[src/rtl/fb_scanout_pkg.sv]
// Shared 640x480@60 timing constants, frame buffer geometry and swap FSM state type.
package fb_scanout_pkg;

  localparam int H_ACTIVE_D = 640;
  localparam int H_FP_D     = 16;
  localparam int H_SYNC_D   = 96;
  localparam int H_BP_D     = 48;
  localparam int V_ACTIVE_D = 480;
  localparam int V_FP_D     = 10;
  localparam int V_SYNC_D   = 2;
  localparam int V_BP_D     = 33;
  localparam int FB_SIZE_D  = 307200;

  localparam int H_TOTAL  = H_ACTIVE_D + H_FP_D + H_SYNC_D + H_BP_D;
  localparam int V_TOTAL  = V_ACTIVE_D + V_FP_D + V_SYNC_D + V_BP_D;
  localparam int HS_START = H_ACTIVE_D + H_FP_D;
  localparam int HS_END   = HS_START + H_SYNC_D - 1;
  localparam int VS_START = V_ACTIVE_D + V_FP_D;
  localparam int VS_END   = VS_START + V_SYNC_D - 1;

  typedef enum logic {
    SW_IDLE = 1'b0,
    SW_ACK  = 1'b1
  } swap_state_t;

endpackage

[src/rtl/vga_timing_gen.sv]
// Free-running h/v counters with active flag, raw active-low syncs and line/frame wrap strobes.
module vga_timing_gen import fb_scanout_pkg::*; #(
  parameter int H_ACTIVE = H_ACTIVE_D,
  parameter int H_FP     = H_FP_D,
  parameter int H_SYNC   = H_SYNC_D,
  parameter int H_BP     = H_BP_D,
  parameter int V_ACTIVE = V_ACTIVE_D,
  parameter int V_FP     = V_FP_D,
  parameter int V_SYNC   = V_SYNC_D,
  parameter int V_BP     = V_BP_D
) (
  input  logic       clk,
  input  logic       rst_n,
  output logic [9:0] h_cnt,
  output logic [9:0] v_cnt,
  output logic       active,
  output logic       hsync_raw,
  output logic       vsync_raw,
  output logic       line_end,
  output logic       wrap
);

  localparam logic [9:0] H_ACT  = 10'(H_ACTIVE);
  localparam logic [9:0] V_ACT  = 10'(V_ACTIVE);
  localparam logic [9:0] H_LAST = 10'(H_ACTIVE + H_FP + H_SYNC + H_BP - 1);
  localparam logic [9:0] V_LAST = 10'(V_ACTIVE + V_FP + V_SYNC + V_BP - 1);
  localparam logic [9:0] HS_S   = 10'(H_ACTIVE + H_FP);
  localparam logic [9:0] HS_E   = 10'(H_ACTIVE + H_FP + H_SYNC - 1);
  localparam logic [9:0] VS_S   = 10'(V_ACTIVE + V_FP);
  localparam logic [9:0] VS_E   = 10'(V_ACTIVE + V_FP + V_SYNC - 1);

  assign line_end  = (h_cnt == H_LAST);
  assign wrap      = line_end && (v_cnt == V_LAST);
  assign active    = (h_cnt < H_ACT) && (v_cnt < V_ACT);
  assign hsync_raw = !((h_cnt >= HS_S) && (h_cnt <= HS_E));
  assign vsync_raw = !((v_cnt >= VS_S) && (v_cnt <= VS_E));

  always_ff @(posedge clk or negedge rst_n) begin
    if (!rst_n) begin
      h_cnt <= '0;
      v_cnt <= '0;
    end else if (line_end) begin
      h_cnt <= '0;
      v_cnt <= (v_cnt == V_LAST) ? 10'd0 : v_cnt + 10'd1;
    end else begin
      h_cnt <= h_cnt + 10'd1;
    end
  end

endmodule

[src/rtl/fb_scanout.sv]
// Front-buffer scanout: address generation, frame-boundary swap handshake, and
// sync/de delay matched to the frame buffer read latency ahead of the output register.
module fb_scanout import fb_scanout_pkg::*; #(
  parameter int H_ACTIVE = H_ACTIVE_D,
  parameter int H_FP     = H_FP_D,
  parameter int H_SYNC   = H_SYNC_D,
  parameter int H_BP     = H_BP_D,
  parameter int V_ACTIVE = V_ACTIVE_D,
  parameter int V_FP     = V_FP_D,
  parameter int V_SYNC   = V_SYNC_D,
  parameter int V_BP     = V_BP_D,
  parameter int FB_SIZE  = FB_SIZE_D,
  parameter int MEM_LAT  = 1
) (
  input  logic        clk,
  input  logic        rst_n,
  output logic [19:0] read_addr,
  input  logic [1:0]  pix_r,
  input  logic [1:0]  pix_g,
  input  logic [1:0]  pix_b,
  output logic [1:0]  vga_r,
  output logic [1:0]  vga_g,
  output logic [1:0]  vga_b,
  output logic        hsync,
  output logic        vsync,
  output logic        de,
  output logic        frame_start,
  input  logic        swap_req,
  output logic        swap_ack,
  output logic        front_sel
);

  logic [9:0]  h_cnt, v_cnt;
  logic        active, hs_raw, vs_raw, line_end, wrap;
  logic [18:0] pix_idx;
  logic        idx_inc;
  swap_state_t sw_state;

  logic [MEM_LAT-1:0] dl_hs, dl_vs, dl_de;

  vga_timing_gen #(
    .H_ACTIVE(H_ACTIVE), .H_FP(H_FP), .H_SYNC(H_SYNC), .H_BP(H_BP),
    .V_ACTIVE(V_ACTIVE), .V_FP(V_FP), .V_SYNC(V_SYNC), .V_BP(V_BP)
  ) u_timing (
    .clk       (clk),
    .rst_n     (rst_n),
    .h_cnt     (h_cnt),
    .v_cnt     (v_cnt),
    .active    (active),
    .hsync_raw (hs_raw),
    .vsync_raw (vs_raw),
    .line_end  (line_end),
    .wrap      (wrap)
  );

  // The index stops on the last pixel of each line so the address holds the last
  // fetched word through blanking, then steps to the next line's first pixel.
  assign idx_inc = (active && (h_cnt != 10'(H_ACTIVE - 1)))
                 || (line_end && (v_cnt < 10'(V_ACTIVE - 1)));

  always_ff @(posedge clk or negedge rst_n) begin
    if (!rst_n)       pix_idx <= '0;
    else if (wrap)    pix_idx <= '0;
    else if (idx_inc) pix_idx <= pix_idx + 19'd1;
  end

  assign read_addr = (front_sel ? 20'(FB_SIZE) : 20'd0) + {1'b0, pix_idx};

  // Swap decision is taken only on the wrap cycle, so front_sel cannot move mid-frame.
  always_ff @(posedge clk or negedge rst_n) begin
    if (!rst_n) begin
      sw_state  <= SW_IDLE;
      front_sel <= 1'b0;
      swap_ack  <= 1'b0;
    end else begin
      swap_ack <= 1'b0;
      case (sw_state)
        SW_IDLE: if (wrap && swap_req) begin
          sw_state  <= SW_ACK;
          front_sel <= !front_sel;
          swap_ack  <= 1'b1;
        end
        SW_ACK:  sw_state <= SW_IDLE;
        default: sw_state <= SW_IDLE;
      endcase
    end
  end

  always_ff @(posedge clk or negedge rst_n) begin
    if (!rst_n) frame_start <= 1'b0;
    else        frame_start <= wrap;
  end

  always_ff @(posedge clk or negedge rst_n) begin
    if (!rst_n) begin
      dl_hs <= '1;
      dl_vs <= '1;
      dl_de <= '0;
      hsync <= 1'b1;
      vsync <= 1'b1;
      de    <= 1'b0;
      vga_r <= 2'b00;
      vga_g <= 2'b00;
      vga_b <= 2'b00;
    end else begin
      dl_hs[0] <= hs_raw;
      dl_vs[0] <= vs_raw;
      dl_de[0] <= active;
      for (int i = 1; i < MEM_LAT; i++) begin
        dl_hs[i] <= dl_hs[i-1];
        dl_vs[i] <= dl_vs[i-1];
        dl_de[i] <= dl_de[i-1];
      end
      hsync <= dl_hs[MEM_LAT-1];
      vsync <= dl_vs[MEM_LAT-1];
      de    <= dl_de[MEM_LAT-1];
      vga_r <= dl_de[MEM_LAT-1] ? pix_r : 2'b00;
      vga_g <= dl_de[MEM_LAT-1] ? pix_g : 2'b00;
      vga_b <= dl_de[MEM_LAT-1] ? pix_b : 2'b00;
    end
  end

endmodule
[config.mk]
export PLATFORM = sky130hd
export DESIGN_NAME = fb_scanout
export DESIGN_NICKNAME = d
export VERILOG_FILES = /design/src/rtl/fb_scanout_pkg.sv /design/src/rtl/vga_timing_gen.sv /design/src/rtl/fb_scanout.sv
export SDC_FILE = /design/constraint.sdc
export NUM_CORES = 1
export LEC_CHECK = 0
export ABC_AREA = 1
export ABC_CLOCK_PERIOD_IN_PS = 1400
export BUFFER_PORTS_ARGS = -buffer_cell sky130_fd_sc_hd__buf_2
export CAP_MARGIN = 10
export CORE_ASPECT_RATIO = 0.6
export CORE_MARGIN = 2
export CORE_UTILIZATION = 53
export CTS_CLUSTER_DIAMETER = 60
export DETAILED_ROUTE_END_ITERATION = 6
export PLACE_DENSITY_LB_ADDON = 0.3
export RECOVER_POWER = 50
export SLEW_MARGIN = 5
export SYNTH_ARGS = -nofsm -noshare
export SYNTH_HDL_FRONTEND = slang
export SYNTH_SLANG_ARGS = --single-unit
[constraint.sdc]
create_clock -name clk -period 1.4 [get_ports clk]
set_input_delay 0 -clock clk [delete_from_list [all_inputs] [get_ports clk]]
set_output_delay 0 -clock clk [all_outputs]
set_load 0.005 [all_outputs]
After elaboration in Yosys (flattened, before gate mapping)
Cells that the tools add are included.
- word-level logic and storage cells: 55
- memories: 0
- bits of input ports: 9
- bits in writable memories: 0
- memory bits (read-only): 0
- output and inout port bits: 32
- bits in latches: 0
- flip-flop bits (word level): 55
- magnitude comparators: 7
- bitwise gates (word level): 1
- add/sub/neg operators: 4
- multiply operators: 0
- shift-type cells: 0
- muxes and demuxes: 11
- equal/unequal tests: 3
- reduce and logical (&&, ||, !) cells: 13
- div/mod/pow operators: 0
- operator list (operator ; number):
    19-bit 2-to-1 mux ; 3
    10-bit by 1-bit adder with 10-bit output (second input constant) ; 2
    19-bit by 19-bit adder with 20-bit output ; 1
    10-bit == test (second input constant) ; 2
    10-bit by 9-bit < comparator with 1-bit output (second input constant) ; 2
    10-bit 2-to-1 mux ; 2
    19-bit by 1-bit adder with 19-bit output (second input constant) ; 1
    10-bit >= comparator (second input constant) ; 1
    10-bit by 9-bit >= comparator with 1-bit output (second input constant) ; 1
    10-bit <= comparator (second input constant) ; 1
    10-bit by 9-bit <= comparator with 1-bit output (second input constant) ; 1
    10-bit < comparator (second input constant) ; 1
    10-bit inequality test (second input constant) ; 1
    1-bit logical AND ; 7
    2-bit 2-to-1 mux ; 3
    1-bit zero test ; 3
    1-bit 2-to-1 mux ; 2
    1-bit one-hot mux with 2 select lines ; 1
    2-bit AND reduction ; 1
    2-bit nonzero test ; 1
    1-bit logical OR ; 1
    1-bit inverter ; 1

Logic depth before layout (Yosys ltp)
- depth in word-level cells: 6
- depth in mapped cells: 11
- depth with buffers taken out: 11

By module
Synthesis repeated with hierarchy kept, for this count alone.
- cell total of the unflattened synthesis: 447
- area total of the unflattened synthesis: 3373.2 µm²
- modules (own cells, without submodules) (module ; instances ; area each (µm²) ; sequential area each (µm²) ; cells each):
    fb_scanout ; 1 ; 2140.8 ; 855.8 ; 289
    vga_timing_gen ; 1 ; 1232.4 ; 500.5 ; 158

Worst setup path after synthesis
No wires, ideal clock.
- kind: register to register
- start: reg u_timing.h_cnt[0]
- end: reg pix_idx[11]
- clock period less this slack: 1526 ps
- slack: -126 ps
- data required time: 1283 ps
- library setup time: 117 ps
- buffers on the path: 1
- arrival time: 1409 ps
- cell stages (with the launch flop): 10
- cell sequence: dfrtp_1 > ha_1 > nand3_1 > nor2_1 > nand2_1 > nand3_1 > buf_4 > nand3_4 > nand2_1 > nand2_1
- cells in the longest elaborated chain, start to end: 5
- elaborated cells between the ends (all ways): 10
- classes of those cells: 1 x order compare; 2 x eq/ne; 1 x mux; 6 x reduce/logical
- RTL lines (element ; line ; RTL):
    start, declared ; vga_timing_gen.sv:14 ; output logic [9:0] h_cnt,
    start signal, assigned ; vga_timing_gen.sv:46 ; h_cnt <= h_cnt + 10'd1;
    10-bit < comparator ; vga_timing_gen.sv:34 ; assign active = (h_cnt < H_ACT) && (v_cnt < V_ACT);
    1-bit logical AND ; vga_timing_gen.sv:34 ;
    1-bit logical AND ; fb_scanout.sv:58 ; assign idx_inc = (active && (h_cnt != 10'(H_ACTIVE - 1)))
    1-bit logical OR ; fb_scanout.sv:59 ; || (line_end && (v_cnt < 10'(V_ACTIVE - 1)));
    2-bit nonzero test (no line) ; -- ;
    end signal, assigned ; fb_scanout.sv:64 ; else if (idx_inc) pix_idx <= pix_idx + 19'd1;
    end, declared ; fb_scanout.sv:35 ; logic [18:0] pix_idx;
Parallel ways exist; a longest one is shown, timed or not.
A chain may end at the register's enable or synchronous reset.

Final worst setup path
- start: reg front_sel
- end: out read_addr[16]
- cells in the longest elaborated chain, start to end: 2
- RTL lines (element ; line ; RTL):
    start, declared ; fb_scanout.sv:30 ; output logic front_sel
    start signal, assigned ; fb_scanout.sv:80 ; front_sel <= !front_sel;
    19-bit 2-to-1 mux ; fb_scanout.sv:67 ; assign read_addr = (front_sel ? 20'(FB_SIZE) : 20'd0) + {1'b0, pix_idx};
    19-bit by 19-bit adder with 20-bit output ; fb_scanout.sv:67 ;
    end, declared ; fb_scanout.sv:17 ; output logic [19:0] read_addr,
Every way passes these cells.

==> run summary <==
synthesized net count: 459
Cell Pwr Density: 574 nW/um2
Compound-Gate Fraction of Synth Area: 3.69%
global route total overflow: 0
clock-pin slew on the worst setup and hold paths: 0.11 ns
Critical Path Sink Type: output pin
TritonCTS clock tree: built
critical path's largest stage delay: 0.48 ns
Hold Startpoint: swap_req
placed instance area: 4100 um2
top-area cell type share of the netlist area: 38.0%
most frequent cells in the layout: nand2_1 (90), buf_4 (76), dfrtp_1 (48)
Clock Tree Root: clkbuf_8
Post-Place Cells: 620
Syn Inst Count: 440
hold path depth: 5
post-DP HPWL: 6.28 mm
r2r setup slk: -0.29 ns
critical path's slowest cell: dfrtp_2
f_max: 557 MHz
first-pass GRT wire length: 15.2 mm
syn_area_per_cell: 7.48 um2
VDD IR max: 466 uV
die area: 6880 um2
Distinct cells, synth: 32
Req. time, crit path: 1.40 ns
number of routed nets with antenna violations: 0
Synth area leaders: dfrtp_1 (38%), nand2_1 (14%), nor2_1 (7.1%)
max_slew headroom: 49.7%
CTS buffer count: 5
xor/xnor cell area share of the yosys netlist: 3.72%
leak pwr: 2.47 nW
main combinational cell family by area after synthesis: simple AND/OR/NAND/NOR gates
clock sinks: 54
reg2reg start: u_timing.h_cnt[0]
clock buffer depth: 2
DIE WIDTH: 106 um
synthesized flop and latch total: 54
Post-Route WL: 10.4 mm
Vias: 3586
RSZ-0062 raised after global routing: true
GR Layer Usage met3: 4.23%
gr usage total: 28.0%
leading cell type in the layout, fill and taps excluded: nand2_1
GR peak layer: met2
GPL Wtd Cong: 0.937
PnR Total Power: 2.82 mW
Synth area leader: dfrtp_1
Worst R2R End: pix_idx[13]
IO Count: 41
synthesized cell area: 3290 um2
skew final: 0.00933 ns
Worst Path Buf+Inv: 1
WL per Instance: 15.9 um
global routing usage on met2: 47.1%
CP top delay family: adder cells
crit share post-route: 128%
Post-Synth Simple-Gate Area: 36.6%
Yosys warning total: 0
synthesis-to-finish area growth: 49.2%
Final #Nets: 587
average via count per standard cell: 5.49
Non-Filler Instances: 653
Post-Synth Adder-Cell Area: 4.03%
max cap viols: 0
Initial Util: 54.4%
Die Y-Extent: 65.0 um
WS Path Type: flip-flop to output pin
WP data arrival: 1.80 ns
max-slew violations: 0
Worst Hold Endpoint: sw_state
hold slack: 0.0267 ns
mux share of post-synthesis cell area: 0%
Hold Crit Class: input port to flip-flop
layout cells sized above 1: 42.7%
fin crit period: 1.80 ns
first-pass detailed-route iteration total: 5
critical-path maximum fanout: 5
Critical Path Source Type: flip-flop
antenna violations before repair: 0
failing checks: setup timing
Worst Max-Slew Pin Slew: 0.755 ns
final hold vios: 0
vias in the first global route: 3205
DRC Markers: 0
Final setup viols: 38
core area: 6060 um2
DRC marker count from the first detailed-route iteration: 323
port buffer count: 40
H-tree depth: 2
Worst Setup Slack, final: -0.397 ns
met1 Track Usage GR: 39.1%
Worst path depth: 6
n_diodes: 0
Worst-Skew Late Latency: 0.32 ns
largest net degree at the start of global routing: 55
run status: finished with violations
sequential fraction of the synthesis area: 41.2%
worst r2r path cells: 8
cell row count: 22
design area: 4910 um2
CP Cell Sequence: ha_4 > fa_2 > nand3_2 > nand2_2 > xor2_2 > buf_2
## synthesized netlist by cell type, drive strengths merged
master,instances
o21ai,9
a32oi,1
or2,1
nor2,66
o2111ai,1
nor4,1
a21oi,9
dfstp,4
buf,21
fa,1
nand2,126
clkbuf,2
a31oi,1
nand3b,3
nand4,31
and3,2
xor2,11
and2,2
nor3,7
ha,9
nand3,29
inv,49
o21bai,1
xnor2,3
dfrtp,50
## power breakdown
| part | switching, mW | internal [mW] | leakage [nW] |
|---|---|---|---|
| logic | 0.0648 | 0.0580 | 1.72 |
| registers | 0.00544 | 1.57 | 0.683 |
| clock network | 0.574 | 0.547 | 0.0591 |
| total | 0.644 | 2.17 | 2.47 |
## final cells by class
type / count / area, um2
repair buffers: 143 / 1120
multi-input cells: 315 / 2020
fillers: 375 / 1140
inverters: 49 / 189
clock buffers: 5 / 68.8
flip-flops and latches: 54 / 1360
well taps: 84 / 105
clock inverters: 3 / 47.5
## per-layer routing
metal / routed length [um] / share of wire, %
met5: 0 / 0
met2: 4990 / 48
met1: 4490 / 43
met4: 143 / 1.4
met3: 756 / 7.3
## state kept, by name (all words and copies together) (netlist names)
register	count
vga_g	2
vga_b	2
u_timing.h_cnt	10
front_sel	1
vsync	1
dl_vs	1
u_timing.v_cnt	10
pix_idx	19
hsync	1
de	1
sw_state	1
dl_de	1
frame_start	1
dl_hs	1
vga_r	2
## metrics by stage
stage	setup TNS (ns)	utilization [%]	worst slack (ns)
after floorplan	-1.08	-	-0.0645
after global placement	-5.30	67.7	-0.235
after detailed placement	-6.65	67.7	-0.279
after global routing	-12.58	81.1	-0.458
after CTS	-7.84	76.8	-0.360
final	-9.18	81.1	-0.397
## timing repair
action                                 4_1_cts  5_1_grt
cloned                                       2        0
endpoints found under the hold margin       60        0
hold buffers                                 7        0
gates resized for setup                     60       68
setup endpoints to repair                   41       46
pin swaps                                   34       30
buffers inserted                            12        5
## tightest hold or removal path: cells and delay by family
kind                   cells  cell delay [ns]
buffers and inverters      3             0.23
AND/OR/NAND/NOR            2             0.08
## cells by family after synthesis
logic type | Yosys count
xor gates and xnor gates | 14
AOI/OAI and AO/OA | 22
and+or+nand+nor | 268
buffers and inverters | 72
DFF | 54
adders and majority gates | 10
## worst max-delay path by stage
stage | start | to
after global routing | front_sel | read_addr[16]
after CTS | front_sel | read_addr[17]
after detailed placement | u_timing.h_cnt[1] | pix_idx[13]
final | front_sel | read_addr[16]
after global placement | u_timing.h_cnt[1] | pix_idx[2]
after floorplan | u_timing.h_cnt[0] | pix_idx[14]
(Power assumes the default switching activity.)
